==> src/rtl/wifi2uart_tx_if.sv <==
// wifi2uart_tx_if: byte write handshake from the WiFi payload side into
// the return-path UART transmitter.
interface wifi2uart_tx_if;
  logic [7:0] in_data;
  logic       in_valid;
  logic       in_ready;

  modport master (output in_data, output in_valid, input in_ready);
  modport slave  (input in_data, input in_valid, output in_ready);
endinterface

==> src/rtl/wifi2uart_tx.sv <==
// wifi2uart_tx: return-path UART transmitter for the uart2wifi bridge.
// Bytes from the WiFi side are queued in a FIFO and sent as 8N1 frames.
// Optional feature macro: WIFI2UART_TX_PARITY_EN adds an even parity bit
// (8E1 frames).
//
// state  | meaning
// IDLE   | line high, waiting for a queued byte
// START  | start bit (tx=0)
// DATA   | 8 data bits, LSB first
// PARITY | even parity bit (only with WIFI2UART_TX_PARITY_EN)
// STOP   | STOP_BITS bit times of tx=1, then next frame or IDLE
module wifi2uart_tx #(
  parameter int CLK_FREQ_HZ = 50_000_000,
  parameter int BAUD        = 115_200,
  parameter int FIFO_DEPTH  = 16,
  parameter int STOP_BITS   = 1
) (
  input  logic                            clk,
  input  logic                            rst_n,
  wifi2uart_tx_if.slave                   wr,
  output logic                            tx,
  output logic                            busy,
  output logic [$clog2(FIFO_DEPTH+1)-1:0] fifo_count,
  output logic                            overflow,
  input  logic                            overflow_clr
);

  localparam int CLKS_PER_BIT = CLK_FREQ_HZ / BAUD;
  localparam int BW = (CLKS_PER_BIT > 1) ? $clog2(CLKS_PER_BIT) : 1;
  localparam int PW = $clog2(FIFO_DEPTH);
  localparam int CW = $clog2(FIFO_DEPTH + 1);
  localparam logic [BW-1:0] BAUD_LOAD = BW'(CLKS_PER_BIT - 1);
  localparam logic [CW-1:0] FULL      = CW'(FIFO_DEPTH);
  localparam logic          LAST_STOP = 1'(STOP_BITS - 1);

  typedef enum logic [2:0] {
    IDLE,
    START,
    DATA,
`ifdef WIFI2UART_TX_PARITY_EN
    PARITY,
`endif
    STOP
  } state_t;

  state_t        state, state_nx;
  logic [BW-1:0] baud_cnt, baud_nx;
  logic [2:0]    bit_idx, bit_nx;
  logic          stop_idx, stop_nx;
  logic [7:0]    frame_byte, frame_byte_nx;
  logic          tx_nx;
  logic          pop;
  logic          push;
  logic          ready_en;
  logic          fifo_empty;
  logic [PW-1:0] wr_ptr, rd_ptr;
  logic [7:0]    mem [FIFO_DEPTH];

  // ready_en keeps in_ready low until the first edge after reset release
  assign fifo_empty  = (fifo_count == '0);
  assign wr.in_ready = ready_en && (fifo_count != FULL);
  assign push        = wr.in_valid && wr.in_ready;
  assign busy        = (state != IDLE) || !fifo_empty;

  // FIFO storage; entries need no reset since the pointers define validity
  always_ff @(posedge clk) begin
    if (push) mem[wr_ptr] <= wr.in_data;
  end

  // FIFO pointers, occupancy and sticky overflow flag
  always_ff @(posedge clk) begin
    if (!rst_n) begin
      wr_ptr     <= '0;
      rd_ptr     <= '0;
      fifo_count <= '0;
      ready_en   <= 1'b0;
      overflow   <= 1'b0;
    end else begin
      ready_en <= 1'b1;
      if (push) wr_ptr <= wr_ptr + 1'b1;
      if (pop)  rd_ptr <= rd_ptr + 1'b1;
      case ({push, pop})
        2'b10:   fifo_count <= fifo_count + 1'b1;
        2'b01:   fifo_count <= fifo_count - 1'b1;
        default: fifo_count <= fifo_count;
      endcase
      // a write attempt while full beats a simultaneous clear
      if (wr.in_valid && !wr.in_ready) overflow <= 1'b1;
      else if (overflow_clr)           overflow <= 1'b0;
    end
  end

  // FSM and serialiser registers; reset abandons any frame in flight
  always_ff @(posedge clk) begin
    if (!rst_n) begin
      state      <= IDLE;
      baud_cnt   <= '0;
      bit_idx    <= '0;
      stop_idx   <= 1'b0;
      frame_byte <= '0;
      tx         <= 1'b1;
    end else begin
      state      <= state_nx;
      baud_cnt   <= baud_nx;
      bit_idx    <= bit_nx;
      stop_idx   <= stop_nx;
      frame_byte <= frame_byte_nx;
      tx         <= tx_nx;
    end
  end

  // next-state, bit timing and registered tx value
  always_comb begin
    state_nx      = state;
    baud_nx       = baud_cnt;
    bit_nx        = bit_idx;
    stop_nx       = stop_idx;
    frame_byte_nx = frame_byte;
    tx_nx         = tx;
    pop           = 1'b0;
    case (state)
      IDLE: begin
        tx_nx = 1'b1;
        if (!fifo_empty) begin
          pop           = 1'b1;
          frame_byte_nx = mem[rd_ptr];
          baud_nx       = BAUD_LOAD;
          state_nx      = START;
          tx_nx         = 1'b0;
        end
      end
      START: begin
        if (baud_cnt == '0) begin
          baud_nx  = BAUD_LOAD;
          bit_nx   = '0;
          state_nx = DATA;
          tx_nx    = frame_byte[0];
        end else begin
          baud_nx = baud_cnt - 1'b1;
        end
      end
      DATA: begin
        if (baud_cnt == '0) begin
          baud_nx = BAUD_LOAD;
          if (bit_idx == 3'd7) begin
`ifdef WIFI2UART_TX_PARITY_EN
            state_nx = PARITY;
            tx_nx    = ^frame_byte;
`else
            state_nx = STOP;
            stop_nx  = 1'b0;
            tx_nx    = 1'b1;
`endif
          end else begin
            bit_nx = bit_idx + 1'b1;
            tx_nx  = frame_byte[bit_nx];
          end
        end else begin
          baud_nx = baud_cnt - 1'b1;
        end
      end
`ifdef WIFI2UART_TX_PARITY_EN
      PARITY: begin
        if (baud_cnt == '0) begin
          baud_nx  = BAUD_LOAD;
          stop_nx  = 1'b0;
          state_nx = STOP;
          tx_nx    = 1'b1;
        end else begin
          baud_nx = baud_cnt - 1'b1;
        end
      end
`endif
      STOP: begin
        if (baud_cnt == '0) begin
          if (stop_idx == LAST_STOP) begin
            // chain straight into the next start bit when data is waiting
            if (!fifo_empty) begin
              pop           = 1'b1;
              frame_byte_nx = mem[rd_ptr];
              baud_nx       = BAUD_LOAD;
              state_nx      = START;
              tx_nx         = 1'b0;
            end else begin
              state_nx = IDLE;
              tx_nx    = 1'b1;
            end
          end else begin
            stop_nx = stop_idx + 1'b1;
            baud_nx = BAUD_LOAD;
          end
        end else begin
          baud_nx = baud_cnt - 1'b1;
        end
      end
      default: begin
        state_nx = IDLE;
        tx_nx    = 1'b1;
      end
    endcase
  end

endmodule
==> src/flat_wrapper.sv <==
// flat-port wrapper written by rule: the top's interface ports become plain ports
module wifi2uart_tx_flat 
#(
  parameter int CLK_FREQ_HZ = 50_000_000,
  parameter int BAUD        = 115_200,
  parameter int FIFO_DEPTH  = 16,
  parameter int STOP_BITS   = 1
)
  (clk, rst_n, tx, busy, fifo_count, overflow, overflow_clr, wr_in_data, wr_in_valid, wr_in_ready);
  wifi2uart_tx_if wr_i ();
  input  logic clk;
  input  logic rst_n;
  output logic tx;
  output logic busy;
  output logic [$clog2(FIFO_DEPTH+1)-1:0] fifo_count;
  output logic overflow;
  input  logic overflow_clr;
  input wire logic [$bits(wr_i.in_data)-1:0] wr_in_data;
  input wire logic [$bits(wr_i.in_valid)-1:0] wr_in_valid;
  output wire logic [$bits(wr_i.in_ready)-1:0] wr_in_ready;
  assign wr_i.in_data = wr_in_data;
  assign wr_i.in_valid = wr_in_valid;
  assign wr_in_ready = wr_i.in_ready;
  wifi2uart_tx #(.CLK_FREQ_HZ(CLK_FREQ_HZ), .BAUD(BAUD), .FIFO_DEPTH(FIFO_DEPTH), .STOP_BITS(STOP_BITS)) u_core (.clk(clk), .rst_n(rst_n), .wr(wr_i), .tx(tx), .busy(busy), .fifo_count(fifo_count), .overflow(overflow), .overflow_clr(overflow_clr));
endmodule
==> config.mk <==
export PLATFORM = sky130hd
export DESIGN_NAME = wifi2uart_tx_flat
export DESIGN_NICKNAME = d
export VERILOG_FILES = /design/src/rtl/wifi2uart_tx_if.sv /design/src/rtl/wifi2uart_tx.sv /design/src/flat_wrapper.sv
export SDC_FILE = /design/constraint.sdc
export NUM_CORES = 1
export LEC_CHECK = 0
export BUFFER_PORTS_ARGS = -buffer_cell sky130_fd_sc_hd__buf_2
export CAP_MARGIN = 20
export CORE_MARGIN = 2
export CORE_UTILIZATION = 62
export DETAILED_ROUTE_END_ITERATION = 10
export PLACE_DENSITY = 0.79
export SYNTH_ARGS = -nofsm -noshare
export SYNTH_HDL_FRONTEND = slang
export SYNTH_SLANG_ARGS = --single-unit
==> constraint.sdc <==
create_clock -name clk -period 3.53 [get_ports clk]
set_input_delay 0.1765 -clock clk [delete_from_list [all_inputs] [get_ports clk]]
set_output_delay 0.1765 -clock clk [all_outputs]
set_load 0.02 [all_outputs]
==> flow_summary.ini <==
[logic_synthesis]
async_flop_share_pct = 0
ys.flop_type = edfxtp_1
synthCells = 499
yosysWarnings = 0
synth_top_area_cell = edfxtp_1
postSynthAreaPerCell_sq_um = 14.82
yosysTopAreaCellShare_pct = 51.99
synth_commonest_cells = 128 x edfxtp_1, 42 x dfxtp_1, 34 x mux4_2
synth_nets = 526
yosysSeqAreaShare_pct = 63.36
synth_edf_count = 128
synthTopCellsByArea = edfxtp_1 52%, dfxtp_1 11%, mux4_2 10%
ys_ff_latch = 170
ys_types = 62
syn_area_sq_um = 7393
yosysMostFrequentCell = edfxtp_1

[sta]
hold_violations = 0
skew_ps = 7.903
min_period_ps = 3139
rsz0062_at_grt = no
period_share_pct = 88.92
tightest_slew_ps = 851.1
slew_violations = 0
final.setup.tns_ps = 0
fmax_mhz = 318.6
maxSlewHeadroom_pct = 43.05
setup_viol = 0

[final_layout]
fin_util_pct = 71.16
seq_area_sq_um = 4686
drive_gt1_share_pct = 20.90
syn_to_final_growth_pct = 10.85
finalNetCount = 550
fill_cells = 741
final_cell_area_sq_um = 8195
multiInputGateArea_sq_um = 2526
diodes = 0

[clocking]
cts_buffers = 17
clockRootBuffer = clkbuf_16
clock_sinks = 170
cts_max_level = 4
cts_hold_buffers = 0
cts_tree = done
clkTransAtPathRegs_ps = 60
cts.path.max_buffers = 2
worstSkewPairLatency_ps = 430
post_cts_buffers = 0
cts_resized = 0

[drt]
drcViolationCount = 0
via_per_inst = 6.283
dr_total_vias = 4266
routed_wl_um = 14010
ant_nets = 0
first_iter_violations = 401
drt_first_pass_iters = 5
post_drt_wl_per_cell_um = 20.64

[critical_path]
critPathSlowestCell = nor4b_4
crit_top_cell = ha_1
crit_buf_inv = 1
crit_fanout = 8
worstPathArrival_ps = 3460
cp_slowest_stage_delay_ps = 400
worstSetupStartpointType = flip-flop
cp-end-kind = flip-flop
worstPathRequired_ps = 3850
crit_type = flip-flop to flip-flop
cp_cell_sequence = inv_1, ha_1, nor4b_4, a31oi_4, nor2_2, ha_1, xor2_1, ha_1, o31ai_1, nand2_1, nor4_1, o21ai_0, and3b_1
cp_top_family = simple AND/OR/NAND/NOR gates

[floorplanning]
dieArea_sq_um = 12810
die_h_um = 113.2
die-width_um = 113.2
initial_core_util_pct = 64.20
core-area_sq_um = 11520
fp-row-count = 39
ioPinCount = 21

[place]
port-buffer-count = 20
hpwlAfterDp_um = 9298
gp_congestion = 0.8612
place_area_sq_um = 7634

[status]
status = finished clean

[global_route]
antenna_found_initial = 0
grt_pass1_wl_um = 22630
grt_overflow = 0
grt_usage_pct = 23.77
grt_max_degree = 40
grt_pass1_vias = 4318

[pwr]
p_leak_nw = 2.794
power_density_nw_per_um2 = 766.7
ir_drop_v = 0.0003988

[hold_path]
hold_class = input port to flip-flop

[run]
maxCapViolations = 0
-- state kept, by name, indices dropped and copies added, names as in the netlist, named ones only --
name               count
u_core.ready_en        1
u_core.mem           128
u_core.state           2
u_core.bit_idx         3
u_core.tx              1
u_core.baud_cnt        9
u_core.wr_ptr          4
u_core.overflow        1
u_core.fifo_count      5
u_core.rd_ptr          4
u_core.frame_byte      8
-- layout by cell type, fill, tap and decap left out, drive strengths merged, types with 5 or more instances in the layout --
cell type  Yosys  routed
nor2          32      32
a21oi         21      21
o21ai          8       8
nand2         32      32
a211oi        10      10
o31ai          5       5
clkbuf        16      20
mux4          34      34
nand2b         6       6
a22o          10      10
clkinv         0       5
nor3          11      11
ha            15      15
inv           10      14
and2          13      13
buf           13      34
xnor2          6       6
nor2b         17      17
a21boi         5       5
dfxtp         42      42
edfxtp       128     128
mux2i         13      13
-- kinds of logic after synthesis --
kind of cell    Yosys count  synth area share [%]
flops                   170                 63.36
simple gates            137                 10.22
compound gates           80                 7.954
mux                      48                 12.27
buf+inv                  39                 2.471
fa+ha+maj                15                 2.539
xor+xnor                 10                 1.185
-- power by group --
group | total, W | internal [W] | switching (W) | leakage, nW
combinational | 0.00200 | 0.000899 | 0.00110 | 1.02
clock | 0.00175 | 0.000998 | 0.000751 | 0.273
sequential | 0.00253 | 0.00231 | 0.000223 | 1.50
-- per-layer routing --
| layer | GRT usage, % | routed length (um) |
|---|---|---|
| met1 | 30.70 | 5996 |
| met2 | 39.76 | 7163 |
| met3 | 6.374 | 700 |
| met4 | 7.642 | 155 |
| met5 | 0 | 0 |
-- through the flow --
step	std cells	hold WS, ps	total power (W)	setup slack, ps
global route	679	57.74	0.006596	73.76
floorplan	499	204.2	0.004120	743.2
detailed placement	647	464.8	0.004549	441.4
finish	679	42.60	0.006284	391.0
global placement	647	455.7	0.004487	557.5
CTS	679	27.76	0.006307	397.0
-- worst paths after layout --
path / endpoint / cells after the start / slack, ps / startpoint
worst max-delay path: u_core.fifo_count[4] / 13 / 390 / u_core.baud_cnt[0]
worst min register to register: u_core.frame_byte[4] / 1 / 480 / u_core.frame_byte[4]
worst min-delay path: u_core.overflow / 3 / 40 / wr_in_valid
worst max register to register: u_core.fifo_count[4] / 13 / 390 / u_core.baud_cnt[0]
-- tightest hold or removal path, stage by stage --
cell and delay, ps:
buf_2 100, a21oi_1 60, nor2b_1 90
-- cell type report --
cell class	instances	area share, %
multi-input combinational	290	30.82
clock inverter	12	1.405
sequential	170	57.18
timing repair buffer	34	2.504
clock buffer	20	5.450
tap	143	2.183
inverter	10	0.4580
Note: power is estimated with default switching activity, not from simulation.
